File: src/rtl/opcodes_pkg.sv
// RV32 opcode, funct and exact-encoding constants shared by the legality stage and its decoder.
package opcodes_pkg;

  localparam logic [6:0] OPC_LUI      = 7'h37;
  localparam logic [6:0] OPC_AUIPC    = 7'h17;
  localparam logic [6:0] OPC_JAL      = 7'h6f;
  localparam logic [6:0] OPC_JALR     = 7'h67;
  localparam logic [6:0] OPC_BRANCH   = 7'h63;
  localparam logic [6:0] OPC_LOAD     = 7'h03;
  localparam logic [6:0] OPC_STORE    = 7'h23;
  localparam logic [6:0] OPC_MISC_MEM = 7'h0f;
  localparam logic [6:0] OPC_FENCE    = OPC_MISC_MEM;
  localparam logic [6:0] OPC_OP_IMM   = 7'h13;
  localparam logic [6:0] OPC_OP       = 7'h33;
  localparam logic [6:0] OPC_SYSTEM   = 7'h73;
  localparam logic [6:0] OPC_AMO      = 7'h2f;

  localparam logic [4:0] AMO_LR   = 5'b00010;
  localparam logic [4:0] AMO_SC   = 5'b00011;
  localparam logic [4:0] AMO_SWAP = 5'b00001;
  localparam logic [4:0] AMO_ADD  = 5'b00000;
  localparam logic [4:0] AMO_XOR  = 5'b00100;
  localparam logic [4:0] AMO_AND  = 5'b01100;
  localparam logic [4:0] AMO_OR   = 5'b01000;
  localparam logic [4:0] AMO_MIN  = 5'b10000;
  localparam logic [4:0] AMO_MAX  = 5'b10100;
  localparam logic [4:0] AMO_MINU = 5'b11000;
  localparam logic [4:0] AMO_MAXU = 5'b11100;

  localparam logic [31:0] SYS_ECALL  = 32'h0000_0073;
  localparam logic [31:0] SYS_EBREAK = 32'h0010_0073;
  localparam logic [31:0] SYS_MRET   = 32'h3020_0073;
  localparam logic [31:0] SYS_WFI    = 32'h1050_0073;

  typedef enum logic [6:0] {
    F7_BASE   = 7'h00,
    F7_MULDIV = 7'h01,
    F7_ALT    = 7'h20
  } funct7_e;

endpackage

File: src/rtl/rv_legal_decode.sv
// Combinational RV32 legality classifier for the configured ISA subset (I + optional M, A, Zicsr).
module rv_legal_decode
  import opcodes_pkg::*;
#(
  parameter bit M_EXT = 1'b1,
  parameter bit A_EXT = 1'b1,
  parameter bit ZICSR = 1'b1
) (
  input  logic [31:0] instr,
  output logic        legal
);

  logic [6:0] opcode;
  logic [2:0] funct3;
  logic [6:0] funct7;
  logic [4:0] funct5;
  logic [4:0] rs2;

  assign opcode = instr[6:0];
  assign funct3 = instr[14:12];
  assign funct7 = instr[31:25];
  assign funct5 = instr[31:27];
  assign rs2    = instr[24:20];

  always_comb begin
    legal = 1'b0;
    if (instr[1:0] == 2'b11) begin
      unique case (opcode)
        OPC_LUI, OPC_AUIPC, OPC_JAL: legal = 1'b1;
        OPC_JALR:     legal = (funct3 == 3'b000);
        OPC_BRANCH:   legal = (funct3 != 3'b010) && (funct3 != 3'b011);
        OPC_LOAD:     legal = (funct3 inside {3'b000, 3'b001, 3'b010, 3'b100, 3'b101});
        OPC_STORE:    legal = (funct3 inside {3'b000, 3'b001, 3'b010});
        OPC_FENCE:    legal = (funct3 inside {3'b000, 3'b001});
        OPC_OP_IMM: begin
          // shifts carry funct7; SRAI is the only alternate encoding
          if (funct3 == 3'b001)      legal = (funct7 == F7_BASE);
          else if (funct3 == 3'b101) legal = (funct7 == F7_BASE) || (funct7 == F7_ALT);
          else                       legal = 1'b1;
        end
        OPC_OP: begin
          if (funct7 == F7_BASE)        legal = 1'b1;
          else if (funct7 == F7_ALT)    legal = (funct3 == 3'b000) || (funct3 == 3'b101);
          else if (funct7 == F7_MULDIV) legal = M_EXT;
          else                          legal = 1'b0;
        end
        OPC_SYSTEM: begin
          if (funct3 == 3'b000)
            legal = (instr inside {SYS_ECALL, SYS_EBREAK, SYS_MRET, SYS_WFI});
          else if (funct3 == 3'b100)
            legal = 1'b0;
          else
            legal = ZICSR;
        end
        OPC_AMO: begin
          if (A_EXT && (funct3 == 3'b010)) begin
            legal = (funct5 inside {AMO_SC, AMO_SWAP, AMO_ADD, AMO_XOR, AMO_AND, AMO_OR,
                                    AMO_MIN, AMO_MAX, AMO_MINU, AMO_MAXU})
                 || ((funct5 == AMO_LR) && (rs2 == 5'd0));
          end
        end
        default: legal = 1'b0;
      endcase
    end
  end

endmodule

File: src/rtl/illegal_instr_stage.sv
// Registered legality stage: one-entry valid/ready pipe, first-fault trap capture.
// Optional saturating illegal counter enabled by ILLEGAL_INSTR_COUNTER_EN.
module illegal_instr_stage
  import opcodes_pkg::*;
#(
  parameter int unsigned XLEN      = 32,
  parameter bit          M_EXT     = 1'b1,
  parameter bit          A_EXT     = 1'b1,
  parameter bit          ZICSR     = 1'b1,
  parameter int unsigned CNT_WIDTH = 16
) (
  input  logic                 clk,
  input  logic                 rst,
  input  logic                 flush_i,
  input  logic                 in_valid_i,
  output logic                 in_ready_o,
  input  logic [31:0]          in_instr_i,
  input  logic [XLEN-1:0]      in_pc_i,
  output logic                 out_valid_o,
  input  logic                 out_ready_i,
  output logic [31:0]          out_instr_o,
  output logic [XLEN-1:0]      out_pc_o,
  output logic                 out_illegal_o,
  output logic                 trap_valid_o,
  output logic [31:0]          trap_instr_o,
  output logic [XLEN-1:0]      trap_pc_o,
`ifdef ILLEGAL_INSTR_COUNTER_EN
  output logic [CNT_WIDTH-1:0] illegal_count_o,
`endif
  input  logic                 trap_ack_i
);

  logic legal;
  logic accept;
  logic out_hs;
  logic capture;

  rv_legal_decode #(
    .M_EXT(M_EXT),
    .A_EXT(A_EXT),
    .ZICSR(ZICSR)
  ) u_decode (
    .instr(in_instr_i),
    .legal(legal)
  );

  assign in_ready_o = !out_valid_o || out_ready_i;
  assign accept     = in_valid_i && in_ready_o && !flush_i;
  assign out_hs     = out_valid_o && out_ready_i;
  assign capture    = out_hs && out_illegal_o;

  // pipeline register; flush wins over accept and drain
  always_ff @(posedge clk or posedge rst) begin
    if (rst) begin
      out_valid_o   <= 1'b0;
      out_instr_o   <= 32'd0;
      out_pc_o      <= '0;
      out_illegal_o <= 1'b0;
    end else if (flush_i) begin
      out_valid_o <= 1'b0;
    end else if (accept) begin
      out_valid_o   <= 1'b1;
      out_instr_o   <= in_instr_i;
      out_pc_o      <= in_pc_i;
      out_illegal_o <= !legal;
    end else if (out_hs) begin
      out_valid_o <= 1'b0;
    end
  end

  // first-fault capture; an ack in the same cycle frees the slot for the new fault
  always_ff @(posedge clk or posedge rst) begin
    if (rst) begin
      trap_valid_o <= 1'b0;
      trap_instr_o <= 32'd0;
      trap_pc_o    <= '0;
    end else if (capture && (!trap_valid_o || trap_ack_i)) begin
      trap_valid_o <= 1'b1;
      trap_instr_o <= out_instr_o;
      trap_pc_o    <= out_pc_o;
    end else if (trap_ack_i) begin
      trap_valid_o <= 1'b0;
    end
  end

`ifdef ILLEGAL_INSTR_COUNTER_EN
  always_ff @(posedge clk or posedge rst) begin
    if (rst) begin
      illegal_count_o <= '0;
    end else if (capture && (illegal_count_o != {CNT_WIDTH{1'b1}})) begin
      illegal_count_o <= illegal_count_o + CNT_WIDTH'(1);
    end
  end
`endif

endmodule

File: config.mk
export PLATFORM = sky130hd
export DESIGN_NAME = illegal_instr_stage
export DESIGN_NICKNAME = d
export VERILOG_FILES = /design/src/rtl/opcodes_pkg.sv /design/src/rtl/rv_legal_decode.sv /design/src/rtl/illegal_instr_stage.sv
export SDC_FILE = /design/constraint.sdc
export NUM_CORES = 1
export LEC_CHECK = 0
export CORE_ASPECT_RATIO = 1.2
export CORE_UTILIZATION = 35
export DETAILED_ROUTE_END_ITERATION = 8
export GPL_TIMING_DRIVEN = 0
export PLACE_DENSITY = 0.8
export SYNTH_ARGS = -nofsm -noshare
export SYNTH_HDL_FRONTEND = slang
export SYNTH_SLANG_ARGS = --single-unit
File: constraint.sdc
create_clock -name clk -period 3.8 [get_ports clk]
set_input_delay 0.57 -clock clk [delete_from_list [all_inputs] [get_ports clk]]
set_output_delay 0.57 -clock clk [all_outputs]
set_load 0.05 [all_outputs]
==> results of run 1 <==
==> Yosys cell counts (2+ instances only) <==
cell	count
nor4bb_1	2
mux2_2	128
nor3_1	3
buf_2	12
o2111ai_1	2
nand3_1	4
buf_4	2
nor4_1	7
a211oi_1	2
nand2_1	5
nor2_1	10
a21oi_1	4
o21ai_0	2
clkbuf_8	2
dfrtp_1	131
inv_1	6
nand4_1	3
nand2b_1	2
==> cell type report <==
| type | instances | area share, % |
|---|---|---|
| clock buffer | 20 | 5.64 |
| clock inverter | 12 | 2.42 |
| tap | 200 | 3.02 |
| sequential | 131 | 39.6 |
| timing repair buffer | 202 | 24.8 |
| inverter | 6 | 0.317 |
| multi-input combinational | 197 | 22.9 |
| buffer | 17 | 1.37 |
==> sequential cells by signal, summed over array words and instances, names as in the netlist <==
register,count
out_pc_o,32
trap_instr_o,32
trap_valid_o,1
out_illegal_o,1
out_instr_o,32
out_valid_o,1
trap_pc_o,32
==> final timing paths <==
| kind | to |
|---|---|
| worst max-delay path | in_ready_o |
| worst min-delay path | out_instr_o[14] |
| worst max register to register | trap_instr_o[26] |
| worst min register to register | trap_pc_o[25] |
| max in group asynchronous | out_instr_o[1] |
| min in group asynchronous | trap_instr_o[19] |
==> metal layers <==
| layer | up-vias | share of wire (%) | GRT usage [%] | wire, um |
|---|---|---|---|---|
| met4 | 0 | 1.5 | 6.13 | 209 |
| li1 | 1718 | - | - | - |
| met2 | 144 | 53 | 32.0 | 7240 |
| met1 | 1907 | 40 | 20.7 | 5480 |
| met5 | - | 0 | 0 | 0 |
| met3 | 16 | 6.2 | 6.47 | 861 |
==> metrics by stage <==
step | util, % | area [um2]
CTS | 56.7 | 8280
detailed placement | 52.2 | 7610
global placement | 51.8 | 7550
finish | 56.7 | 8280
global route | 56.7 | 8280
floorplan | - | 5310
==> power by group through the flow <==
stage / clock network, mW / registers, mW / logic, mW
2_1_floorplan: 0 / 3.20 / 0.397
3_3_place_gp: 0 / 1.96 / 2.52
3_5_place_dp: 0 / 1.98 / 2.56
4_1_cts: 1.87 / 1.96 / 2.57
5_1_grt: 1.92 / 2.01 / 2.64
6_report: 1.83 / 1.95 / 2.55
==> kinds of logic after synthesis <==
kind of cell,Yosys count
and+or+nand+nor,48
DFF,131
xor gates and xnor gates,1
muxes,128
AOI/OAI and AO/OA,20
buffers and inverters,23
==> placed cells by master, fill, tap and decap left out, types with 2 or more instances in the layout <==
master / instances
clkinv_2: 3
a21oi_1: 4
buf_2: 12
inv_6: 2
mux2_2: 128
nor4bb_1: 2
clkinv_4: 2
inv_1: 5
nand2_1: 5
nor3_1: 3
buf_12: 3
clkbuf_8: 5
nor4_1: 7
o2111ai_1: 2
nand2b_1: 2
nand4_1: 3
o21ai_0: 2
dfrtp_1: 131
nand3_1: 4
bufinv_16: 5
buf_4: 2
nor2_1: 10
a211oi_1: 2
clkbuf_16: 17
clkdlybuf4s50_1: 199
==> results.sh, run 1 <==
export IMPL_gp_congestion=0.793
export IMPL_clk_latency_ns=0.41
export IMPL_nets=642
export IMPL_yosysTopAreaCell="dfrtp_1"
export IMPL_holdPathStages=2
export IMPL_ctsResizeCount=0
export IMPL_track_usage_pct=18.3
export IMPL_cts_sinks=131
export IMPL_critical_path_max_fanout=3
export IMPL_coreArea_um2=14600
export IMPL_netlist_area_um2=5310
export IMPL_irDropWorstVdd_v=0.000465
export IMPL_cp_cell_sequence="clkdlybuf4s50_1, nor2b_1, inv_1, clkdlybuf4s50_1"
export IMPL_startpoint="out_ready_i"
export IMPL_power_leakage_nw=3.39
export IMPL_dp_cells=753
export IMPL_antenna_found_initial=0
export IMPL_netlist_top_cells_area="dfrtp_1 62%, mux2_2 27%, buf_2 1.1%, nor4_1 0.82%, nor2_1 0.71%"
export IMPL_grt_max_degree=46
export IMPL_synth_net_count=421
export IMPL_endpoint_kind="output port"
export IMPL_skew_ns=0.00817
export IMPL_required_ns=3.23
export IMPL_max_freq_mhz=386
export IMPL_ant_nets=0
export IMPL_holdBufCountCts=0
export IMPL_cpMaxStageDelayCell="clkdlybuf4s50_1"
export IMPL_r2r_worst_path_cells=4
export IMPL_ioPinCount=202
export IMPL_finalCritPeriodShare_pct=68.2
export IMPL_ys_seq_area_share_pct=61.7
export IMPL_setup_violations=0
export IMPL_die_area_um2=15700
export IMPL_drt_pass1_iterations=4
export IMPL_floorplan_initialDensity_pct=36.4
export IMPL_drv_slew=0
export IMPL_num_rows=48
export IMPL_via_count=3785
export IMPL_pre_cts_slack_ns=1.19
export IMPL_fp_dieW_um=114
export IMPL_p_sw_mw=2.44
export IMPL_p_clk_share_pct=28.9
export IMPL_fin_ws_ns=1.21
export IMPL_path_buf_inv=3
export IMPL_vias_per_cell=4.82
export IMPL_grt_pass1_vias=4107
export IMPL_pwr_share_comb_pct=40.3
export IMPL_r2r_start="out_illegal_o"
export IMPL_finalPower_mw=6.34
export IMPL_min_from="in_instr_i[14]"
export IMPL_post_cts_setup_buffers=0
export IMPL_swShare_pct=38.5
export IMPL_cp_slowest_stage_delay_ns=0.72
export IMPL_synth_cell_types=42
export IMPL_synth_edf_count=0
export IMPL_path_common_cell="clkdlybuf4s50_1"
export IMPL_synth_compound_area_share_pct=2.78
export IMPL_io_buffer_count=199
export IMPL_holdWs_ns=0.451
export IMPL_die_h_um=137
export IMPL_grt_pass1_wl_mm=21.5
export IMPL_fin_cells=785
export IMPL_worstPathArrival_ns=2.02
export IMPL_avgSynthCellArea_um2=15.1
export IMPL_seqPwrFrac_pct=30.8
export IMPL_worst_slew_pin_slew_ns=0.615
export IMPL_cts_root_buf="clkbuf_16"
export IMPL_fillerInstances=1215
export IMPL_slew_headroom_pct=59.0
export IMPL_ff_latch_area_um2=3280
export IMPL_yosysWarnings=0
export IMPL_synth_simple_area_share_pct=5.59
export IMPL_synth_cells=351
export IMPL_crit_type="input port to output port"
export IMPL_holdCritPathClass="input port to flip-flop"
export IMPL_detail_route_wl_per_cell_um=17.6
export IMPL_drc=0
export IMPL_path_depth=4
export IMPL_multi_input_area_um2=1890
export IMPL_hold_violations=0
export IMPL_finalCriticalPeriod_ns=2.59
export IMPL_path_clk_slew_ns=0.06
export IMPL_ys_ff_latch=131
export IMPL_start_kind="input port"
export IMPL_dp_hpwl_mm=10.2
export IMPL_drt_iter0_drc=119
export IMPL_yosys_mux_area_fraction_pct=27.2
export IMPL_wl_mm=13.8
export IMPL_synthAdderAreaFrac_pct=0
export IMPL_cts_tree="built"
export IMPL_drive_above_1_share_pct=32.0
export IMPL_drv_cap=0
export IMPL_rrSetupSlack_ns=1.86
export IMPL_yosys_area_share_xor_xnor_pct=0.165
export IMPL_synth_flop_cell="dfrtp_1"
export IMPL_clk_path_buf_depth=2
export IMPL_power_internal_mw=3.90
export IMPL_p_per_area_nw_per_um2=765
export IMPL_h_tree_depth=4
export IMPL_fin_tns_setup_ns=0
export IMPL_diodes=0
export IMPL_async_flop_share_pct=100
export IMPL_gr_total_overflow=0
export IMPL_grt_setup_unrepaired="false"
export IMPL_crit_family="buffers and inverters"
export IMPL_area_growth_pct=56.0
export IMPL_yosysTopAreaCellShare_pct=61.7
export IMPL_synth_top_family_by_area="multiplexers"
export IMPL_outcome="completed"
export IMPL_cts_buffers=17
(Power assumes the default switching activity.)
==> inputs of run 2 (changes only) <==
Settings changed: PLACE_DENSITY 0.8 to 0.77.
Clock period 3.8 ns to 2.4 ns, I/O delays scaled along.
==> results.sh, run 2 (synthesis gave the netlist of run 1 again) <==
export IMPL_p_clk_share_pct=26.1
export IMPL_h_tree_depth=4
export IMPL_dp_hpwl_mm=10.2
export IMPL_skew_ns=0.00594
export IMPL_fp_dieW_um=114
export IMPL_detail_route_wl_per_cell_um=17.5
export IMPL_crit_type="flip-flop to output port"
export IMPL_track_usage_pct=18.6
export IMPL_slew_headroom_pct=59.5
export IMPL_drv_slew=0
export IMPL_grt_setup_unrepaired="false"
export IMPL_grt_max_degree=35
export IMPL_p_per_area_nw_per_um2=1180
export IMPL_pwr_share_comb_pct=41.7
export IMPL_start_kind="flip-flop"
export IMPL_via_count=3771
export IMPL_holdBufCountCts=0
export IMPL_endpoint_kind="output port"
export IMPL_setup_violations=0
export IMPL_ff_latch_area_um2=3280
export IMPL_path_clk_slew_ns=0.05
export IMPL_cts_root_buf="clkbuf_16"
export IMPL_critical_path_max_fanout=3
export IMPL_swShare_pct=39.1
export IMPL_drv_cap=0
export IMPL_fillerInstances=1231
export IMPL_cp_slowest_stage_delay_ns=0.81
export IMPL_fin_cells=783
export IMPL_num_rows=48
export IMPL_final_cell_mix="199 x clkdlybuf4s50_1, 131 x dfrtp_1, 128 x mux2_2"
export IMPL_required_ns=2.04
export IMPL_drt_iter0_drc=136
export IMPL_finish_utilization_pct=56.3
export IMPL_coreArea_um2=14600
export IMPL_clk_path_buf_depth=2
export IMPL_worstPathArrival_ns=1.83
export IMPL_grt_pass1_vias=4131
export IMPL_die_area_um2=15700
export IMPL_power_leakage_nw=3.35
export IMPL_wl_mm=13.7
export IMPL_holdCritPathClass="input port to flip-flop"
export IMPL_gp_congestion=0.783
export IMPL_finalCritPeriodShare_pct=91.3
export IMPL_ant_nets=0
export IMPL_multi_input_area_um2=1890
export IMPL_power_internal_mw=5.89
export IMPL_nets=643
export IMPL_antenna_found_initial=0
export IMPL_ctsResizeCount=0
export IMPL_seqPwrFrac_pct=32.2
export IMPL_cts_sinks=131
export IMPL_floorplan_initialDensity_pct=36.4
export IMPL_drc=0
export IMPL_cp_cell_sequence="nor2b_1, inv_1, clkdlybuf4s50_1"
export IMPL_grt_pass1_wl_mm=22.0
export IMPL_drive_above_1_share_pct=31.2
export IMPL_final_common_cell="clkdlybuf4s50_1"
export IMPL_cts_buffers=17
export IMPL_cts_tree="built"
export IMPL_irDropWorstVdd_v=0.000594
export IMPL_post_cts_setup_buffers=0
export IMPL_p_sw_mw=3.78
export IMPL_hold_violations=0
export IMPL_io_buffer_count=199
export IMPL_area_growth_pct=54.7
export IMPL_gr_total_overflow=0
export IMPL_outcome="completed"
export IMPL_worst_slew_pin_slew_ns=0.608
export IMPL_finalPower_mw=9.67
export IMPL_cpMaxStageDelayCell="clkdlybuf4s50_1"
export IMPL_max_freq_mhz=456
export IMPL_vias_per_cell=4.82
export IMPL_die_h_um=137
export IMPL_drt_pass1_iterations=4
export IMPL_dp_cells=754
export IMPL_ioPinCount=202
export IMPL_clk_latency_ns=0.41
export IMPL_diodes=0
export IMPL_finalCriticalPeriod_ns=2.19
-- run 2: changes by cell type in the layout (fill, tap and decap cells not counted), sizes merged --
cell      before  now
clkinv         5    1
bufinv         5    2
buf           18   19
clkbuf        22   27
clkinvlp       1    2
inv            7    5
-- run 2: final timing paths --
check / startpoint / end / slack (ns) / depth (start not counted)
setup / recovery: out_valid_o / in_ready_o / 0.21 / 3
hold reg to reg: trap_pc_o[28] / trap_pc_o[28] / 0.51 / 1
setup reg to reg: out_illegal_o / trap_pc_o[30] / 0.45 / 4
max in group asynchronous: rst / out_instr_o[0] / 1.34 / 4
hold / removal: in_instr_i[14] / out_instr_o[14] / 0.24 / 2
min in group asynchronous: rst / out_pc_o[0] / 0.34 / 2
-- run 2: worst max-delay path: cells and delay by family (launching register included) --
kind                   cells  cell delay (ns)
buffers and inverters      2             0.87
flip-flops                 1             0.39
AND/OR/NAND/NOR            1             0.17
-- run 2: layer usage --
metal | wire (um) | track usage (%) | part of all wire [%] | vias to the layer above
li1 | - | - | - | 1719
met1 | 5600 | 21.7 | 41 | 1894
met2 | 7060 | 32.2 | 51 | 133
met3 | 738 | 4.78 | 5.4 | 25
met4 | 320 | 8.59 | 2.3 | 0
met5 | 0 | 0 | 0 | -
-- run 2: cell type report --
cell class	count	area share, %
Clock buffer	25	6.15
Sequential cell	131	39.9
Buffer	17	1.39
Tap cell	200	3.05
Inverter	6	0.320
Clock inverter	4	0.884
Timing Repair Buffer	203	25.2
Multi-Input combinational cell	197	23.1
-- run 2: stage by stage --
step	instance area (um2)	hold WS (ns)	setup slack (ns)	setup TNS [ns]
floorplan	5310	0.426	0.417	0
global placement	7550	0.488	-0.707	-91.80
detailed placement	7630	0.495	-0.000825	-0.000825
CTS	8210	0.217	0.172	0
global route	8210	0.235	0.124	0
finish	8210	0.241	0.208	0
-- run 2: power by group through the flow --
stage	clock, mW	sequential, mW	combinational, mW
final	2.53	3.11	4.03
after CTS	2.59	3.12	4.07
after detailed placement	0	3.15	4.06
after global routing	2.69	3.20	4.17
after floorplan	0	5.06	0.628
after global placement	0	3.11	3.99
